File: config.mk
export PLATFORM = sky130hd
export DESIGN_NAME = mem_port_arbiter
export DESIGN_NICKNAME = d
export VERILOG_FILES = /design/src/rtl/mem_port_arbiter.sv
export SDC_FILE = /design/constraint.sdc
export NUM_CORES = 1
export LEC_CHECK = 0
export BUFFER_PORTS_ARGS = -buffer_cell sky130_fd_sc_hd__buf_2
export CAP_MARGIN = 0
export CORE_UTILIZATION = 23
export DETAILED_ROUTE_END_ITERATION = 7
export PLACE_DENSITY = 0.54
export SLEW_MARGIN = 20
export SYNTH_ARGS = -nofsm -noshare
export SYNTH_HDL_FRONTEND = slang
export SYNTH_SLANG_ARGS = --single-unit
File: constraint.sdc
create_clock -name clk -period 6.8 [get_ports clk]
set_input_delay 0.68 -clock clk [delete_from_list [all_inputs] [get_ports clk]]
set_output_delay 0.68 -clock clk [all_outputs]
set_load 0.05 [all_outputs]
File: src/rtl/mem_port_arbiter.sv
// Single-port memory arbiter between instruction fetch and load/store.
// Data wins ties unless fetch has been starved for STARVE_MAX data grants.
module mem_port_arbiter #(
  parameter int unsigned        AWIDTH     = 32,
  parameter int unsigned        DWIDTH     = 32,
  parameter logic [AWIDTH-1:0]  BASE_ADDR  = 32'h0100_0000,
  parameter int unsigned        MEM_BYTES  = 1048576,
  parameter int unsigned        STARVE_MAX = 4
) (
  input  logic              clk,
  input  logic              rst,
  input  logic              if_req_i,
  input  logic [AWIDTH-1:0] if_addr_i,
  output logic              if_gnt_o,
  output logic              if_rvalid_o,
  output logic [DWIDTH-1:0] if_rdata_o,
  output logic              if_err_o,
  input  logic              d_req_i,
  input  logic              d_we_i,
  input  logic [AWIDTH-1:0] d_addr_i,
  input  logic [DWIDTH-1:0] d_wdata_i,
  input  logic [2:0]        d_funct3_i,
  output logic              d_gnt_o,
  output logic              d_rvalid_o,
  output logic [DWIDTH-1:0] d_rdata_o,
  output logic              d_err_o,
  output logic [AWIDTH-1:0] mem_pc_o,
  output logic              mem_ren_o,
  input  logic [DWIDTH-1:0] mem_insn_i,
  output logic [AWIDTH-1:0] mem_addr_o,
  output logic [DWIDTH-1:0] mem_wdata_o,
  output logic [2:0]        mem_funct3_o,
  output logic              mem_memren_o,
  output logic              mem_wen_o,
  input  logic [DWIDTH-1:0] mem_data_i
);

  localparam int unsigned       CW    = 4;
  localparam logic [CW-1:0]     SMAX  = CW'(STARVE_MAX);
  localparam logic [AWIDTH:0]   LIMIT = {1'b0, BASE_ADDR} + (AWIDTH+1)'(MEM_BYTES);

  typedef enum logic {ARB, FETCH_FORCE} state_t;

  typedef struct packed {
    logic              vld;
    logic              err;
    logic [DWIDTH-1:0] data;
  } rsp_t;

  state_t            state_q, state_d;
  logic [CW-1:0]     starve_q, starve_d;
  rsp_t              if_rsp_q, d_rsp_q;
  logic [AWIDTH-1:0] pc_q, addr_q;
  logic [DWIDTH-1:0] wdata_q;
  logic [2:0]        f3_q;
  logic              if_fault, d_fault, d_mis, d_f3_bad, d_acc;

  // The whole access (addr .. addr+3) must fit inside the window.
  function automatic logic out_of_range(input logic [AWIDTH-1:0] a);
    logic [AWIDTH:0] last;
    last = {1'b0, a} + (AWIDTH+1)'(3);
    return (a < BASE_ADDR) || (last >= LIMIT);
  endfunction

  assign if_fault = (if_addr_i[1:0] != 2'b00) || out_of_range(if_addr_i);

  always_comb begin
    d_mis    = 1'b0;
    d_f3_bad = 1'b0;
    case (d_funct3_i)
      3'b000:  d_mis = 1'b0;
      3'b001:  d_mis = d_addr_i[0];
      3'b010:  d_mis = |d_addr_i[1:0];
      3'b100:  d_f3_bad = d_we_i;
      3'b101:  begin d_f3_bad = d_we_i; d_mis = d_addr_i[0]; end
      default: d_f3_bad = 1'b1;
    endcase
  end

  assign d_fault = d_f3_bad || d_mis || out_of_range(d_addr_i);

  assign d_gnt_o  = rst & d_req_i & ~(if_req_i & (state_q == FETCH_FORCE));
  assign if_gnt_o = rst & if_req_i & ~d_gnt_o;

  assign d_acc        = d_gnt_o & ~d_fault;
  assign mem_ren_o    = if_gnt_o & ~if_fault;
  assign mem_memren_o = d_acc & ~d_we_i;
  assign mem_wen_o    = d_acc & d_we_i;

  // Address/data lines follow the granted request, otherwise hold.
  assign mem_pc_o     = mem_ren_o ? if_addr_i  : pc_q;
  assign mem_addr_o   = d_acc     ? d_addr_i   : addr_q;
  assign mem_funct3_o = d_acc     ? d_funct3_i : f3_q;
  assign mem_wdata_o  = mem_wen_o ? d_wdata_i  : wdata_q;

  always_comb begin
    starve_d = starve_q;
    state_d  = state_q;
    if (if_gnt_o || !if_req_i)
      starve_d = '0;
    else if (d_gnt_o && (starve_q < SMAX))
      starve_d = starve_q + 1'b1;
    case (state_q)
      ARB:         if (if_req_i && (starve_d == SMAX)) state_d = FETCH_FORCE;
      FETCH_FORCE: if (if_gnt_o || !if_req_i)          state_d = ARB;
      default:     state_d = ARB;
    endcase
  end

  always_ff @(posedge clk or negedge rst) begin
    if (!rst) begin
      state_q  <= ARB;
      starve_q <= '0;
      if_rsp_q <= '0;
      d_rsp_q  <= '0;
      pc_q     <= '0;
      addr_q   <= '0;
      wdata_q  <= '0;
      f3_q     <= '0;
    end else begin
      state_q       <= state_d;
      starve_q      <= starve_d;
      if_rsp_q.vld  <= if_gnt_o;
      if_rsp_q.err  <= if_gnt_o & if_fault;
      if_rsp_q.data <= mem_ren_o ? mem_insn_i : '0;
      d_rsp_q.vld   <= d_gnt_o;
      d_rsp_q.err   <= d_gnt_o & d_fault;
      d_rsp_q.data  <= mem_memren_o ? mem_data_i : '0;
      pc_q          <= mem_pc_o;
      addr_q        <= mem_addr_o;
      f3_q          <= mem_funct3_o;
      wdata_q       <= mem_wdata_o;
    end
  end

  assign if_rvalid_o = if_rsp_q.vld;
  assign if_err_o    = if_rsp_q.err;
  assign if_rdata_o  = if_rsp_q.data;
  assign d_rvalid_o  = d_rsp_q.vld;
  assign d_err_o     = d_rsp_q.err;
  assign d_rdata_o   = d_rsp_q.data;

endmodule

# Word-level counts from Yosys, hierarchy flattened
# Index checks and enable logic that the tools add are counted.
# Widths: inputs -> output; s select.
dict set report word_totals {
  wordCells 70
  input_bits 168
  output_inout_bits 172
  ramBits 0
  rom_bits 0
  ff_bits 172
  latch_bits 0
  n_memories 0
}
dict set report op_classes {
  order_cmp 5
  muxes 13
  addsub 3
  n_bitwise 17
  shifts 0
  mul 0
  n_eq_ne 5
  div_mod_pow 0
  n_reduce_logical 15
}
# cell n
set ops {}
lappend ops {{$mux 32} 5}
lappend ops {{$add 32x2->33 const B} 2}
lappend ops {{$ge 33x25->1 const B} 2}
lappend ops {{$lt 32x25->1 const B} 2}
lappend ops {{$and 1x1->1} 11}
lappend ops {{$mux 4} 2}
lappend ops {{$eq 3x3->1 const B} 2}
lappend ops {{$logic_or 1x1->1} 6}
lappend ops {{$not 1->1} 6}
lappend ops {{$pmux 1 s2} 3}
lappend ops {{$reduce_or 2->1} 3}
lappend ops {{$add 4x1->4 const B} 1}
lappend ops {{$eq 4x3->1 const B} 1}
lappend ops {{$lt 4x3->1 const B} 1}
lappend ops {{$eq 3x1->1 const B} 1}
lappend ops {{$eq 3x2->1 const B} 1}
lappend ops {{$logic_not 3->1} 1}
lappend ops {{$mux 3} 1}
lappend ops {{$reduce_or 3->1} 1}
lappend ops {{$logic_and 1x1->1} 2}
lappend ops {{$mux 1} 2}
lappend ops {{$reduce_bool 2->1} 1}
lappend ops {{$logic_not 1->1} 1}

# Logic depth before layout (Yosys ltp)
dict set report depth {
  word_depth 11
  ltp_mapped 7
  mapped_depth_nobuf 7
}

# Worst setup path after synthesis
# OpenSTA, ideal clock, no wires.
dict set report synth_path {
  kind {in2out}
  from {in d_addr_i[30]}
  to {out mem_wen_o}
  path_stages 5
  path_slack_ns 3.075
  path_buffers 0
  required_time_ns 6.120
  arrival_time_ns 3.045
  path_cell_list {or4_4 -> or3_1 -> a21oi_2 -> o31ai_1 -> a211oi_1}
}
dict set report synth_via {
  elab_chain_cells 7
  word_cells_on_any_way 8
  cone_classes {add/sub (1); order compare (2); bitwise (3); reduce/logical (2)}
}
# item line
set synth_lines {}
lappend synth_lines {{start, declared} 20} ;# input logic [AWIDTH-1:0] d_addr_i,
lappend synth_lines {{$add 32x2->33} 61} ;# last = {1'b0, a} + (AWIDTH+1)'(3);
lappend synth_lines {{$ge 33x25->1} 62} ;# return (a < BASE_ADDR) || (last >= LIMIT);
lappend synth_lines {{$logic_or 1x1->1 *} 62}
lappend synth_lines {{$logic_or 1x1->1 *} 80} ;# assign d_fault = d_f3_bad || d_mis || out_of_range(d_addr_i);
lappend synth_lines {{$not 1->1 *} 85} ;# assign d_acc = d_gnt_o & ~d_fault;
lappend synth_lines {{$and 1x1->1 *} 85}
lappend synth_lines {{$and 1x1->1 *} 88} ;# assign mem_wen_o = d_acc & d_we_i;
lappend synth_lines {{end, declared} 34} ;# output logic mem_wen_o,
# Mark *: on every way between the ends. The rest lies on a longest branch, timed or not.

# Worst setup path after layout
dict set report layout_path {
  from {in d_addr_i[10]}
  to {out mem_addr_o[2]}
}
dict set report layout_via {
  elab_chain_cells 7
  word_cells_on_any_way 8
  cone_classes {add/sub (1); order compare (2); mux (1); bitwise (2); reduce/logical (2)}
}
# item line
set layout_lines {}
lappend layout_lines {{$add 32x2->33} 61}
lappend layout_lines {{$ge 33x25->1} 62}
lappend layout_lines {{$logic_or 1x1->1 *} 62}
lappend layout_lines {{$logic_or 1x1->1 *} 80}
lappend layout_lines {{$not 1->1 *} 85}
lappend layout_lines {{$and 1x1->1 *} 85}
lappend layout_lines {{$mux 32 *} 92} ;# assign mem_addr_o = d_acc ? d_addr_i : addr_q;
lappend layout_lines {{end, declared} 30} ;# output logic [AWIDTH-1:0] mem_addr_o,
# Marks and branches as above.

==> results.toml <==
[run_status]
status = "finished, final reports clean"

[clock_network]
path_clk_slew_ns = 0.07
clk_path_buf_depth = 2
clock_latency_ns = 0.41
cts_tree = "done"
cts_sinks = 172
cts.repair.resized = 0
cts_htree_levels = 4
cts_root_buf = "clkbuf_16"
post-cts-setup-buffers = 0
cts_buffers = 17
cts_hold_buf = 0

[sta]
max_slew.worst_pin.slew_ns = 1.034
relSlewSlack_pct = 30.75
period_share_pct = 59.34
setup_viol = 0
setup_tns_ns = 0
finalMaxSlewViolations = 0
fin_crit_ns = 4.035
clock.fmax_mhz = 247.8
finalWorstSetupSlack_ns = 2.765
finalHoldViolCount = 0
finClkSkew_ns = 0.008325
rsz0062_at_grt = "false"

[logic_synthesis]
postSynth.asyncResetShare_pct = 100.0
ys_types = 45
synth_top_cells_by_area = "dfrtp_1 (65%), mux2_4 (6.8%), mux2_2 (5.8%), and2_1 (5.4%), and3_1 (3.3%)"
syn_area_per_cell_sq_um = 14.66
synth-edff-count = 0
syn-cell-area_sq_um = 6581
ys_warn_count = 0
synth_top_flop_cell = "dfrtp_1"
netlist.area_leader.share_pct = 65.40
synth_cells = 449
yosysSeqAreaShare_pct = 65.40
yosys.area.top_type = "dfrtp_1"
synth-seq-cells = 172
ys_top_cells_by_count = "dfrtp_1 (172), and2_1 (57), and3_1 (35)"
syn_nets = 618
synth.most_common_cell = "dfrtp_1"

[worst_setup_path]
worstSetupStartpointType = "input pin"
cp_max_fo = 35
crit_end = "mem_addr_o[2]"
end_kind = "primary output"
r2r_start = "state_q"
critical_path_class = "input pin to primary output"
rr_worst_depth = 6
crit_start = "d_addr_i[10]"
r2r_slack_ns = 4.70
reg2reg_to = "wdata_q[0]"
required_ns = 6.12
crit_arrival_ns = 3.36

[cells_and_area]
areaGrowthSynthToFinish_pct = 40.78
drive_gt1_share_pct = 55.32
stdcell_area_sq_um = 9265
fin_nets = 964
post-route-util_pct = 33.17

[placement]
dpl.hpwl_um = 13290
io_buffers = 339
place_ws_ns = 2.711
gp_congestion = 0.8025
place_area_sq_um = 8676

[run]
maxCapViolations = 0

[floorplanning]
pin_count = 340
die_h_um = 171.2
initial_core_util_pct = 23.56
core_area_sq_um = 27930
die-area_sq_um = 29290
num_rows = 61
chipWidth_um = 171.2

[global_routing]
grt_pass1_wl_um = 26830
antenna_found_initial = 2
track_usage_pct = 12.11
gr-total-overflow = 0
grt_pass1_vias = 4727
grt_max_degree = 67

[power_and_ir_drop]
power_density_nw_per_um2 = 231.8
power.static_leakage_nw = 5.454
peakVddDrop_mv = 0.1089

[route]
wirelength_um = 18020
drc = 0
vias = 4797
ant_nets = 0
drtIter0Drc = 151
viasPerCell = 4.038
wl_per_cell_um = 15.17
dr.pass1.iters = 4

[worst_hold_path]
worst_hold_path_type = "input pin to asynchronous set/reset pin"
-- layout by cell type (no fill, tap or decap), drive strengths merged, types with 2 or more instances in the layout --
cell type / instances
buf: 345
dfrtp: 172
mux2: 74
and2: 57
and3: 35
clkbuf: 21
nand4: 13
nor2: 13
nor3: 10
inv: 10
nand2: 6
a21oi: 5
nand3: 4
clkinvlp: 4
o211ai: 4
or4: 4
diode: 2
a31oi: 2
and4: 2
nor4: 2
mux2i: 2
nand2b: 2
bufinv: 2
-- layer usage --
layer	GRT usage, %	wire [um]
met3	4.650	1627
met5	0	0
met4	3.494	159
met2	19.79	8709
met1	14.72	7528
-- worst min-delay path by stage --
| stage | startpoint | end | cells past startpoint |
|---|---|---|---|
| final | rst | wdata_q[29] | 1 |
| after global routing | rst | wdata_q[29] | 1 |
| after CTS | rst | wdata_q[29] | 1 |
| after detailed placement | pc_q[24] | pc_q[24] | 1 |
| after global placement | addr_q[24] | addr_q[24] | 1 |
| after floorplan | rst | addr_q[0] | 0 |
-- worst max-delay path: stages --
cell and delay [ns]:
buf_2 0.08, nand4_1 0.10, nor3_2 0.42, nand3_1 0.20, mux2_2 0.36, o211ai_4 0.84, mux2_2 0.43, buf_2 0.21
-- logic make-up (layout without fill, tap and decap cells) --
logic type / after synthesis / in the layout / share of synthesized area [%]
compound gates: 22 / 22 / 3.403
xor+xnor: 1 / 1 / 0.1331
fa+ha+maj: 1 / 1 / 0.1901
buf+inv: 24 / 383 / 2.300
flops: 172 / 172 / 65.40
mux: 76 / 76 / 14.68
other cells: 0 / 2 / 0
simple gates: 153 / 153 / 13.90
-- report_power, final --
group	switching, mW	internal (mW)	total, mW
registers	0.00140	1.03	1.03
clock network	0.434	0.558	0.992
logic	0.0780	0.0487	0.127
-- per-stage QoR --
stage | hold WS, ns | cells | power (mW)
2_1_floorplan | 0.3844 | 449 | 1.088
3_3_place_gp | 0.4456 | 1154 | 1.177
4_1_cts | 0.2009 | 1186 | 2.190
5_1_grt | 0.2062 | 1186 | 2.241
3_5_place_dp | 0.4550 | 1154 | 1.178
6_report | 0.1986 | 1188 | 2.148
-- final cells by class --
class	instances	area (sq um)
Clock buffer	21	450.4
Antenna cell	2	5.005
Timing Repair Buffer	345	1748
Multi-Input combinational cell	253	2128
Inverter	6	22.52
Clock inverter	11	133.9
Tap cell	378	473.0
Fill cell	2856	18670
Sequential cell	172	4304
-- state kept, by name (all words and copies together) (netlist names), 3 cells and up --
register / cells
pc_q: 32
f3_q: 3
starve_q: 4
wdata_q: 32
if_rdata_o: 32
addr_q: 32
d_rdata_o: 32
Note: power is estimated with default switching activity, not from simulation.
